--- config.mk ---
export PLATFORM = sky130hd
export DESIGN_NAME = mult_seq_haleyorr2027_flat
export DESIGN_NICKNAME = d
export VERILOG_FILES = /design/src/rtl/mult_seq_haleyorr2027_pkg.sv /design/src/rtl/mult_seq_haleyorr2027_if.sv /design/src/rtl/mult_seq_haleyorr2027_adder.sv /design/src/rtl/mult_seq_haleyorr2027.sv /design/src/flat_wrapper.sv
export SDC_FILE = /design/constraint.sdc
export NUM_CORES = 1
export LEC_CHECK = 0
export BUFFER_PORTS_ARGS = -buffer_cell sky130_fd_sc_hd__buf_2
export CORE_MARGIN = 4
export CORE_UTILIZATION = 62
export CTS_CLUSTER_SIZE = 8
export DETAILED_ROUTE_END_ITERATION = 10
export GPL_ROUTABILITY_DRIVEN = 0
export PLACE_DENSITY = 0.93
export SYNTH_ARGS = -nofsm -noshare
export SYNTH_HDL_FRONTEND = slang
export SYNTH_SLANG_ARGS = --single-unit
--- constraint.sdc ---
create_clock -name clk -period 6.1 [get_ports clk]
set_clock_uncertainty 0.05 [all_clocks]
set_input_delay 0.305 -clock clk [delete_from_list [all_inputs] [get_ports clk]]
set_output_delay 0.305 -clock clk [all_outputs]
set_load 0.01 [all_outputs]
--- src/rtl/mult_seq_haleyorr2027_pkg.sv ---
// Shared definitions for the sequential shift-add multiplier.
package mult_seq_haleyorr2027_pkg;

  // FSM state encoding
  localparam logic [1:0] ST_IDLE = 2'd0;
  localparam logic [1:0] ST_CALC = 2'd1;
  localparam logic [1:0] ST_DONE = 2'd2;

  localparam int unsigned DEFAULT_WIDTH = 8;
  localparam int unsigned CNT_W         = $clog2(DEFAULT_WIDTH) + 1;

  // Iteration counter width for an arbitrary operand width
  function automatic int unsigned cnt_width(input int unsigned width);
    return $clog2(width) + 1;
  endfunction

endpackage

--- src/rtl/mult_seq_haleyorr2027_if.sv ---
// Start/busy/done handshake and operand/product bus of the multiplier.
interface mult_seq_haleyorr2027_if #(
  parameter int unsigned WIDTH = 8
);
  logic                   start;
  logic                   signed_mode;
  logic [WIDTH-1:0]       a;
  logic [WIDTH-1:0]       b;
  logic                   busy;
  logic                   done;
  logic [2*WIDTH-1:0]     product;

  modport master (
    output start, signed_mode, a, b,
    input  busy, done, product
  );

  modport slave (
    input  start, signed_mode, a, b,
    output busy, done, product
  );
endinterface

--- src/rtl/mult_seq_haleyorr2027_adder.sv ---
// WIDTH-generic ripple adder used for the per-iteration add step.
module adder_nbit_haleyorr2027 #(
  parameter int unsigned WIDTH = 8
) (
  input  logic [WIDTH-1:0] a,
  input  logic [WIDTH-1:0] b,
  output logic [WIDTH-1:0] sum,
  output logic             cout
);
  localparam int unsigned SW = WIDTH + 1;

  // Carry lands one bit above WIDTH
  assign {cout, sum} = SW'(a) + SW'(b);
endmodule

--- src/rtl/mult_seq_haleyorr2027.sv ---
// Multi-cycle shift-add multiplier, one add-and-shift per clock,
// unsigned or two's-complement operands, full-width product.
module mult_seq_haleyorr2027
  import mult_seq_haleyorr2027_pkg::*;
#(
  parameter int unsigned WIDTH = 8
) (
  input  logic                      clk,
  input  logic                      rst_n,
  mult_seq_haleyorr2027_if.slave    bus
);
  localparam int unsigned CW = cnt_width(WIDTH);
  localparam int unsigned PW = 2 * WIDTH;

  logic [1:0]       state_q;
  logic [1:0]       state_d;
  logic [WIDTH-1:0] mcand_q;
  logic [WIDTH-1:0] acc_hi_q;
  logic [WIDTH-1:0] acc_lo_q;
  logic             neg_q;
  logic [CW-1:0]    count_q;
  logic             busy_q;
  logic             done_q;
  logic [PW-1:0]    product_q;

  logic             accept;
  logic             last_iter;
  logic [WIDTH-1:0] addend;
  logic [WIDTH-1:0] sum;
  logic             cout;
  logic [PW-1:0]    shifted;
  logic [PW-1:0]    shifted_neg;
  logic [WIDTH-1:0] mag_a;
  logic [WIDTH-1:0] mag_b;
  logic             neg_in;

  // Per-iteration add of the multiplicand into the upper accumulator
  adder_nbit_haleyorr2027 #(.WIDTH(WIDTH)) u_adder (
    .a    (acc_hi_q),
    .b    (addend),
    .sum  (sum),
    .cout (cout)
  );

  // Next-state logic; start is only honoured in IDLE or DONE
  always_comb begin
    state_d = state_q;
    case (state_q)
      ST_IDLE: if (bus.start) state_d = ST_CALC;
      ST_CALC: if (last_iter) state_d = ST_DONE;
      ST_DONE: state_d = bus.start ? ST_CALC : ST_IDLE;
      default: state_d = ST_IDLE;
    endcase
  end

  // Datapath helpers: operand magnitudes, sign, add-and-shift, negation
  always_comb begin
    accept      = bus.start && ((state_q == ST_IDLE) || (state_q == ST_DONE));
    last_iter   = (count_q == CW'(WIDTH - 1));
    addend      = acc_lo_q[0] ? mcand_q : '0;
    shifted     = {cout, sum, acc_lo_q[WIDTH-1:1]};
    shifted_neg = ~shifted + PW'(1);
    mag_a       = (bus.signed_mode && bus.a[WIDTH-1]) ? (~bus.a + WIDTH'(1)) : bus.a;
    mag_b       = (bus.signed_mode && bus.b[WIDTH-1]) ? (~bus.b + WIDTH'(1)) : bus.b;
    neg_in      = bus.signed_mode && (bus.a[WIDTH-1] ^ bus.b[WIDTH-1]);
  end

  // State, handshake outputs, accumulators and product register
  always_ff @(posedge clk) begin
    if (!rst_n) begin
      state_q   <= ST_IDLE;
      busy_q    <= 1'b0;
      done_q    <= 1'b0;
      product_q <= '0;
      mcand_q   <= '0;
      acc_hi_q  <= '0;
      acc_lo_q  <= '0;
      neg_q     <= 1'b0;
      count_q   <= '0;
    end else begin
      state_q <= state_d;
      busy_q  <= (state_d == ST_CALC);
      done_q  <= (state_d == ST_DONE);
      if (accept) begin
        mcand_q  <= mag_a;
        acc_hi_q <= '0;
        acc_lo_q <= mag_b;
        neg_q    <= neg_in;
        count_q  <= '0;
      end else if (state_q == ST_CALC) begin
        acc_hi_q <= shifted[PW-1:WIDTH];
        acc_lo_q <= shifted[WIDTH-1:0];
        count_q  <= count_q + CW'(1);
        if (last_iter) begin
          product_q <= neg_q ? shifted_neg : shifted;
        end
      end
    end
  end

  assign bus.busy    = busy_q;
  assign bus.done    = done_q;
  assign bus.product = product_q;

endmodule
--- src/flat_wrapper.sv ---
// flat-port wrapper written by rule: the top's interface ports become plain ports
module mult_seq_haleyorr2027_flat import mult_seq_haleyorr2027_pkg::*;
#(
  parameter int unsigned WIDTH = 8
)
  (clk, rst_n, bus_start, bus_signed_mode, bus_a, bus_b, bus_busy, bus_done, bus_product);
  mult_seq_haleyorr2027_if #(.WIDTH(WIDTH)) bus_i ();
  input  logic clk;
  input  logic rst_n;
  input wire logic [$bits(bus_i.start)-1:0] bus_start;
  input wire logic [$bits(bus_i.signed_mode)-1:0] bus_signed_mode;
  input wire logic [$bits(bus_i.a)-1:0] bus_a;
  input wire logic [$bits(bus_i.b)-1:0] bus_b;
  output wire logic [$bits(bus_i.busy)-1:0] bus_busy;
  output wire logic [$bits(bus_i.done)-1:0] bus_done;
  output wire logic [$bits(bus_i.product)-1:0] bus_product;
  assign bus_i.start = bus_start;
  assign bus_i.signed_mode = bus_signed_mode;
  assign bus_i.a = bus_a;
  assign bus_i.b = bus_b;
  assign bus_busy = bus_i.busy;
  assign bus_done = bus_i.done;
  assign bus_product = bus_i.product;
  mult_seq_haleyorr2027 #(.WIDTH(WIDTH)) u_core (.clk(clk), .rst_n(rst_n), .bus(bus_i));
endmodule
==> summary.txt, run 1 <==
Routing
  – WL final: 6.39 mm
  – DRT antenna net count: 0
  – DRC viols: 0
  – Vias per Instance: 6.11
  – Met3 routed WL: 434 um
  – Max Used Layer: met4
  – DRT Pass-1 Iters: 5
  – Iter 0 DRT Violations: 250
  – WL/cell: 14.7 um
  – Wire length on met2: 3.15 mm
  – Via Count: 2,652
  – Metal1 wirelength: 2.70 mm

Global routing
  – Vias in the first global route: 2,405
  – GRT Overall Usage: 0.240
  – Largest net degree at the start of global routing: 34
  – Initial antenna violation count: 0
  – Global-route wire length before repair: 10.5 mm
  – Total gr overflow: 0

Setup path
  – Max Fanout on Critical Path: 9
  – Worst path max stage delay: 0.50 ns
  – Setup crit end kind: register
  – Worst Setup Path Type: reg2reg
  – CP cell instances: and2_1, ha_1, fa_1, nor4_1, and4_1, o221ai_1, a211oi_1, mux2_2, o21ai_2
  – Critical path data arrival time: 3.01 ns
  – Worst EP required: 6.31 ns
  – Startpoint Class: register
  – Slowest CP cell: fa_1

Finish
  – Footprint of the multi-input gates: 1720 sq um
  – FF+latch area: 981 sq um
  – P&R area growth vs syn: 8.90%
  – Antenna Cells: 0
  – Nets: 414
  – Fill cell total of the finished layout: 336
  – Share of layout cells above drive strength 1: 0.147
  – Most frequent cells in the layout: 49 x dfxtp_1, 43 x nand2_1, 41 x nor2_1
  – Leading cell type in the layout, fill and taps excluded: dfxtp_1

Min path
  – Min-delay worst type: in2reg

Placed design
  – IO Port Bufs: 37
  – Placement Setup Slack: 3.32 ns
  – DPL Wire Length: 4.68 mm

STA
  – RSZ-0062 raised after global routing: false
  – Final Hold Fails: 0
  – Minimum setup slack in the final design: 3.29 ns
  – Crit path time final: 2.81 ns
  – Final Setup Violations: 0
  – Slew HR: 0.346
  – Final Cycle Share: 0.460
  – Final setup TNS: 0 ns
  – Max Slew Vio Count: 0
  – Worst Tran Pin Value: 0.980 ns
  – Highest clock rate: 0.356 GHz

Synth
  – Syn Inst Count: 353
  – Combinational family with the most area after synthesis: simple AND/OR/NAND/NOR gates
  – Xor-xnor portion of the synthesized cell area: 0.0740
  – Adder-cell share of the synthesized area: 0.0599
  – Post-synth ARST share: 0
  – Synth Cell Area: 2840 sq um
  – Mean post-synth cell area: 8.05 sq um
  – Post-synth EDFFs: 0
  – Ys flop type: dfxtp_1
  – Complex-gate fraction of the synthesized area: 0.229
  – Synth unique cells: 57
  – Mux cell area share after synthesis: 0.00749
  – Synth Net Count: 386
  – Synth Area in Simple Gates: 0.235
  – Ys Warns: 0
  – Yosys reg bits: 49
  – Share of the yosys chip area belonging to registers: 0.345

Clock network
  – CTS Hold Bufs: 0
  – # Post-CTS Setup Buffers: 0
  – Clock tree sinks: 49
  – Worst-skew pair later-pin latency: 0.31 ns
  – CTS Root Buffer Type: clkbuf_8
  – CTS tree: done
  – H-tree Lvls: 2
  – Cts bufs inserted: 5
  – Reg clk slew, reported paths: 0.09 ns
  – # resized after CTS: 0
  – Longest Clk Path Bufs: 2

Power
  – Worst vdd ir: 0.127 mV
  – Clock share of power: 0.305
  – Sw Share: 0.295
  – Switching pwr: 0.190 mW
  – Gate power share: 0.162
  – Final Power: 0.644 mW
  – Internal power: 0.454 mW
  – Leakage power: 1.28 nW
  – Pwr dens: 208 nW/um^2
  – Part of the power in registers: 0.533

Floorplan
  – Core Area: 4380 sq um
  – IO Pins: 38
  – Die ar.: 5730 sq um
  – Core Rows: 24
  – Die Ht: 75.7 um
  – Width of the die: 75.7 um
  – Initial Util: 0.648

Status
  – Status: completed

Job
  – Max-Cap Viols: 0
## kinds of logic after synthesis
family                   after synthesis
AO/OA/AOI/OAI                         96
flip-flops                            49
AND/OR/NAND/NOR                      139
adder cells (fa/ha/maj)               13
multiplexers                           2
buffers and inverters                 30
XOR/XNOR                              24
## routing by layer
metal  vias to the layer above  global-route usage
met5                         -                   0
met4                         0               0.109
met3                        13              0.0660
met2                       104               0.398
met1                      1223               0.288
li1                       1312                   -
## sequential cells by signal (all words and copies together) (netlist names)
signal	count
u_core.bus.product	16
u_core.acc_hi_q	8
u_core.acc_lo_q	8
u_core.bus.done	1
u_core.bus.busy	1
u_core.state_q	2
u_core.count_q	4
u_core.neg_q	1
u_core.mcand_q	8
## synthesized netlist by cell type (2+ instances only)
| cell | number | area [sq um] |
|---|---|---|
| nor4_1 | 2 | 12.5 |
| clkbuf_1 | 11 | 41.3 |
| nor2b_1 | 3 | 18.8 |
| a211oi_1 | 16 | 120 |
| a211o_1 | 2 | 17.5 |
| nand3_1 | 9 | 45.0 |
| a31oi_1 | 5 | 31.3 |
| or3_1 | 2 | 12.5 |
| o211ai_1 | 3 | 22.5 |
| xnor2_1 | 6 | 52.6 |
| o22ai_1 | 2 | 12.5 |
| a311oi_1 | 3 | 26.3 |
| inv_1 | 13 | 48.8 |
| dfxtp_1 | 49 | 981 |
| clkbuf_8 | 2 | 27.5 |
| nand2_1 | 43 | 161 |
| ha_1 | 12 | 150 |
| nand4_1 | 5 | 31.3 |
| and2_1 | 9 | 56.3 |
| nor3_1 | 8 | 40.0 |
| a21oi_1 | 28 | 140 |
| nand2b_1 | 4 | 25.0 |
| o31ai_1 | 4 | 30.0 |
| xor2_1 | 18 | 158 |
| buf_1 | 3 | 11.3 |
| a221oi_1 | 2 | 17.5 |
| a22oi_1 | 7 | 52.6 |
| nor3b_1 | 2 | 15.0 |
| o21ai_0 | 12 | 60.1 |
| nor2_1 | 41 | 154 |
## stage by stage
stage / utilization / area (sq um) / hold slack, ns / instances
after floorplan: - / 2840 / 0.382 / 353
after global placement: 0.686 / 3010 / 0.389 / 426
after detailed placement: 0.686 / 3010 / 0.401 / 426
after CTS: 0.705 / 3090 / 0.221 / 434
after global routing: 0.705 / 3090 / 0.232 / 434
final: 0.705 / 3090 / 0.221 / 434
## worst paths after layout
check / startpoint / to / slack, ns / depth (start not counted)
setup / recovery: u_core.acc_lo_q[0] / u_core.bus.product[15] / 3.29 / 9
hold / removal: bus_b[7] / u_core.acc_lo_q[7] / 0.22 / 3
setup reg to reg: u_core.acc_lo_q[0] / u_core.bus.product[15] / 3.29 / 9
hold reg to reg: u_core.bus.product[9] / u_core.bus.product[9] / 0.41 / 2
## power groups by stage
stage / combinational, mW / clock (mW) / sequential, mW
2_1_floorplan: 0.0805 / 0 / 0.346
3_3_place_gp: 0.0996 / 0 / 0.349
3_5_place_dp: 0.103 / 0 / 0.350
4_1_cts: 0.104 / 0.197 / 0.343
5_1_grt: 0.117 / 0.208 / 0.345
6_report: 0.104 / 0.197 / 0.343
## critical path: cells and delay by family, from the launching register on
| family | cells | cell delay [ns] |
|---|---|---|
| adders and majority gates | 2 | 0.70 |
| DFF | 1 | 0.37 |
| AOI/OAI and AO/OA | 3 | 0.43 |
| and+or+nand+nor | 3 | 0.84 |
| muxes | 1 | 0.37 |
## area by class of cell
class	instances	share of cell area
Multi-Input combinational cell	274	0.556
Sequential cell	49	0.317
Timing Repair Buffer	38	0.0623
Clock buffer	6	0.0235
Tap cell	52	0.0210
Inverter	13	0.0158
Clock inverter	2	0.00445
No activity file was read; power rests on OpenSTA's default activity.
==> run 2: changes to the inputs <==
Settings changed: CORE_UTILIZATION 62 to 52, PLACE_DENSITY 0.93 to 0.84.
Clock period 6.1 ns to 2.3 ns, I/O delays scaled along.
==> run 2 against run 1 <==
Compared with the run above:
- combinational power rose to 3.4 times the previous value
- sequential power rose to 2.7 times the previous value
- setup slack got worse by 3.7 ns
- the run now ends with setup timing left
- worst hold slack got worse by 0.20 ns
- via count rose by 6.1%
- flip-flop and latch count did not move
- fmax rose by 3.8%
- wire length rose by 19%
- critical path depth did not move
- final area rose by 16%
==> summary.txt, run 2 (synthesis gave the netlist of run 1 again) <==
Floorplan
  – Core Rows: 26 (+8.3%)
  – IO Pins: 38 (unchanged)
  – Core Area: 5200 sq um (+19%)
  – Width of the die: 81.9 um (+8.2%)
  – Initial Util: 0.546 (-0.102)
  – Die ar.: 6710 sq um (+17%)
  – Die Ht: 81.9 um (+8.2%)

Global routing
  – GRT met1 Usage: 0.277 (-0.0112)
  – Busiest grt layer: met2
  – Global-route wire length before repair: 11.8 mm (+12%)
  – Total gr overflow: 0 (unchanged)
  – Initial antenna violation count: 0 (unchanged)
  – GRT Overall Usage: 0.225 (-0.0145)
  – M2 GR Usage: 0.386 (-0.0118)
  – Vias in the first global route: 2,612 (+8.6%)
  – Met3 usage: 0.0395 (-0.0265)
  – Largest net degree at the start of global routing: 33 (-2.9%)

STA
  – Crit path time final: 2.71 ns (-0.103 ns)
  – Final Cycle Share: 1.18 (+0.716)
  – Final setup TNS: -1.13 ns (-1.13 ns)
  – Highest clock rate: 0.370 GHz (+3.8%)
  – Max Slew Vio Count: 0 (unchanged)
  – Slew HR: 0.598 (+0.252)
  – Final Hold Fails: 0 (unchanged)
  – Final Setup Violations: 7 (+7)
  – Minimum setup slack in the final design: -0.405 ns (-3.70 ns)
  – RSZ-0062 raised after global routing: true
  – Worst Tran Pin Value: 0.601 ns (-0.379 ns)

Finish
  – Post-route insts no fill: 489 (+13%)
  – Leading cell type in the layout, fill and taps excluded: dfxtp_1
  – Footprint of the multi-input gates: 1910 sq um (+11%)
  – Fill cell total of the finished layout: 411 (+22%)
  – FF+latch area: 985 sq um (+0.38%)
  – Nets: 451 (+8.9%)
  – Most frequent cells in the layout: 48 x dfxtp_1, 43 x nand2_1, 40 x nor2_1
  – P&R area growth vs syn: 26.5%
  – Share of layout cells above drive strength 1: 0.284 (+0.137)
  – Max reg flops: 16 (unchanged)
  – Antenna Cells: 0 (unchanged)

Routing
  – DRT Pass-1 Iters: 4 (-1)
  – Vias per Instance: 5.75 (-5.8%)
  – DRC viols: 0 (unchanged)
  – WL/cell: 15.5 um (+5.5%)
  – Iter 0 DRT Violations: 214 (-14%)
  – DRT antenna net count: 0 (unchanged)
  – WL final: 7.60 mm (+19%)
  – Via Count: 2,814 (+6.1%)

Clock network
  – Reg clk slew, reported paths: 0.09 ns (about the same)
  – Clock tree sinks: 49 (unchanged)
  – Longest Clk Path Bufs: 2 (unchanged)
  – Worst-skew pair later-pin latency: 0.30 ns (about the same)
  – CTS Hold Bufs: 0 (unchanged)
  – H-tree Lvls: 2 (unchanged)
  – Cts bufs inserted: 5 (unchanged)
  – CTS tree: done
  – CTS Root Buffer Type: clkbuf_8

Power
  – Pwr dens: 493 nW/um^2 (+140%)
  – Worst vdd ir: 0.262 mV (+110%)
  – Leakage power: 1.48 nW (+16%)

Setup path
  – Max Fanout on Critical Path: 5 (-4)
  – Worst Setup Path Type: reg2reg
  – Critical path data arrival time: 2.85 ns (-0.16 ns)
  – Setup crit end kind: register
  – Startpoint Class: register
  – Worst EP required: 2.45 ns (-3.86 ns)

Min path
  – Min-delay worst type: in2reg

Job
  – Max-Cap Viols: 0 (unchanged)

Placed design
  – Placement Setup Slack: -0.209 ns (-3.53 ns)
  – Placed cell count: 474 (+11%)
  – DPL Wire Length: 5.27 mm (+13%)
  – IO Port Bufs: 37 (unchanged)

Status
  – Status: finished, violations left
  – Failing checks: setup timing
## run 2: cell types whose count changed in the layout (fill, tap and decap cells not counted), sizes merged
cell / delta
buf: +37
## run 2: metal layers
layer	vias up	routed length, um
met5	-	0
met4	0	177
met3	14	430
met2	97	3720
met1	1314	3270
li1	1389	-
## run 2: where the power goes
part           internal [mW]  switching (mW)  total [mW]
clock network          0.217           0.293       0.511
registers              0.878          0.0336       0.911
logic                  0.153           0.196       0.349
## run 2: stage by stage
step / total power [mW] / util / hold slack (ns) / area (sq um)
CTS: 1.74 / 0.663 / 0.0171 / 3450
floorplan: 1.14 / - / 0.201 / 2930
global route: 1.85 / 0.690 / 0.0164 / 3590
finish: 1.77 / 0.690 / 0.0246 / 3590
detailed placement: 1.24 / 0.642 / 0.336 / 3340
global placement: 1.23 / 0.642 / 0.337 / 3340
## run 2: worst paths after layout
kind | from | endpoint | slack, ns | depth (start not counted)
worst min-delay path | bus_a[0] | u_core.mcand_q[0] | 0.02 | 3
worst max register to register | u_core.acc_lo_q[0] | u_core.bus.product[14] | -0.41 | 9
worst max-delay path | u_core.acc_lo_q[0] | u_core.bus.product[14] | -0.41 | 9
worst min register to register | u_core.mcand_q[7] | u_core.mcand_q[7] | 0.40 | 2
## run 2: final cells by class
cell class,instances,share of cell area
flip-flops and latches,49,0.274
clock inverters,2,0.00383
multi-input cells,274,0.532
repair buffers,75,0.132
well taps,70,0.0244
clock buffers,6,0.0202
inverters,13,0.0136
## run 2: worst max-delay path, cell delays in order (launching register included)
cell and delay, ns:
dfxtp_4 0.36, and2_4 0.14, ha_4 0.16, fa_2 0.38, a211o_1 0.36, a21oi_4 0.21
o22ai_2 0.12, a2111oi_2 0.47, mux2i_1 0.28, nand2_1 0.06
## run 2: what timing repair did
action                                 4_1_cts  5_1_grt
setup buffers                                1        6
gates resized for setup                      3       22
setup endpoints to repair                    5        9
endpoints found under the hold margin        0        0
pin swaps                                    1       16
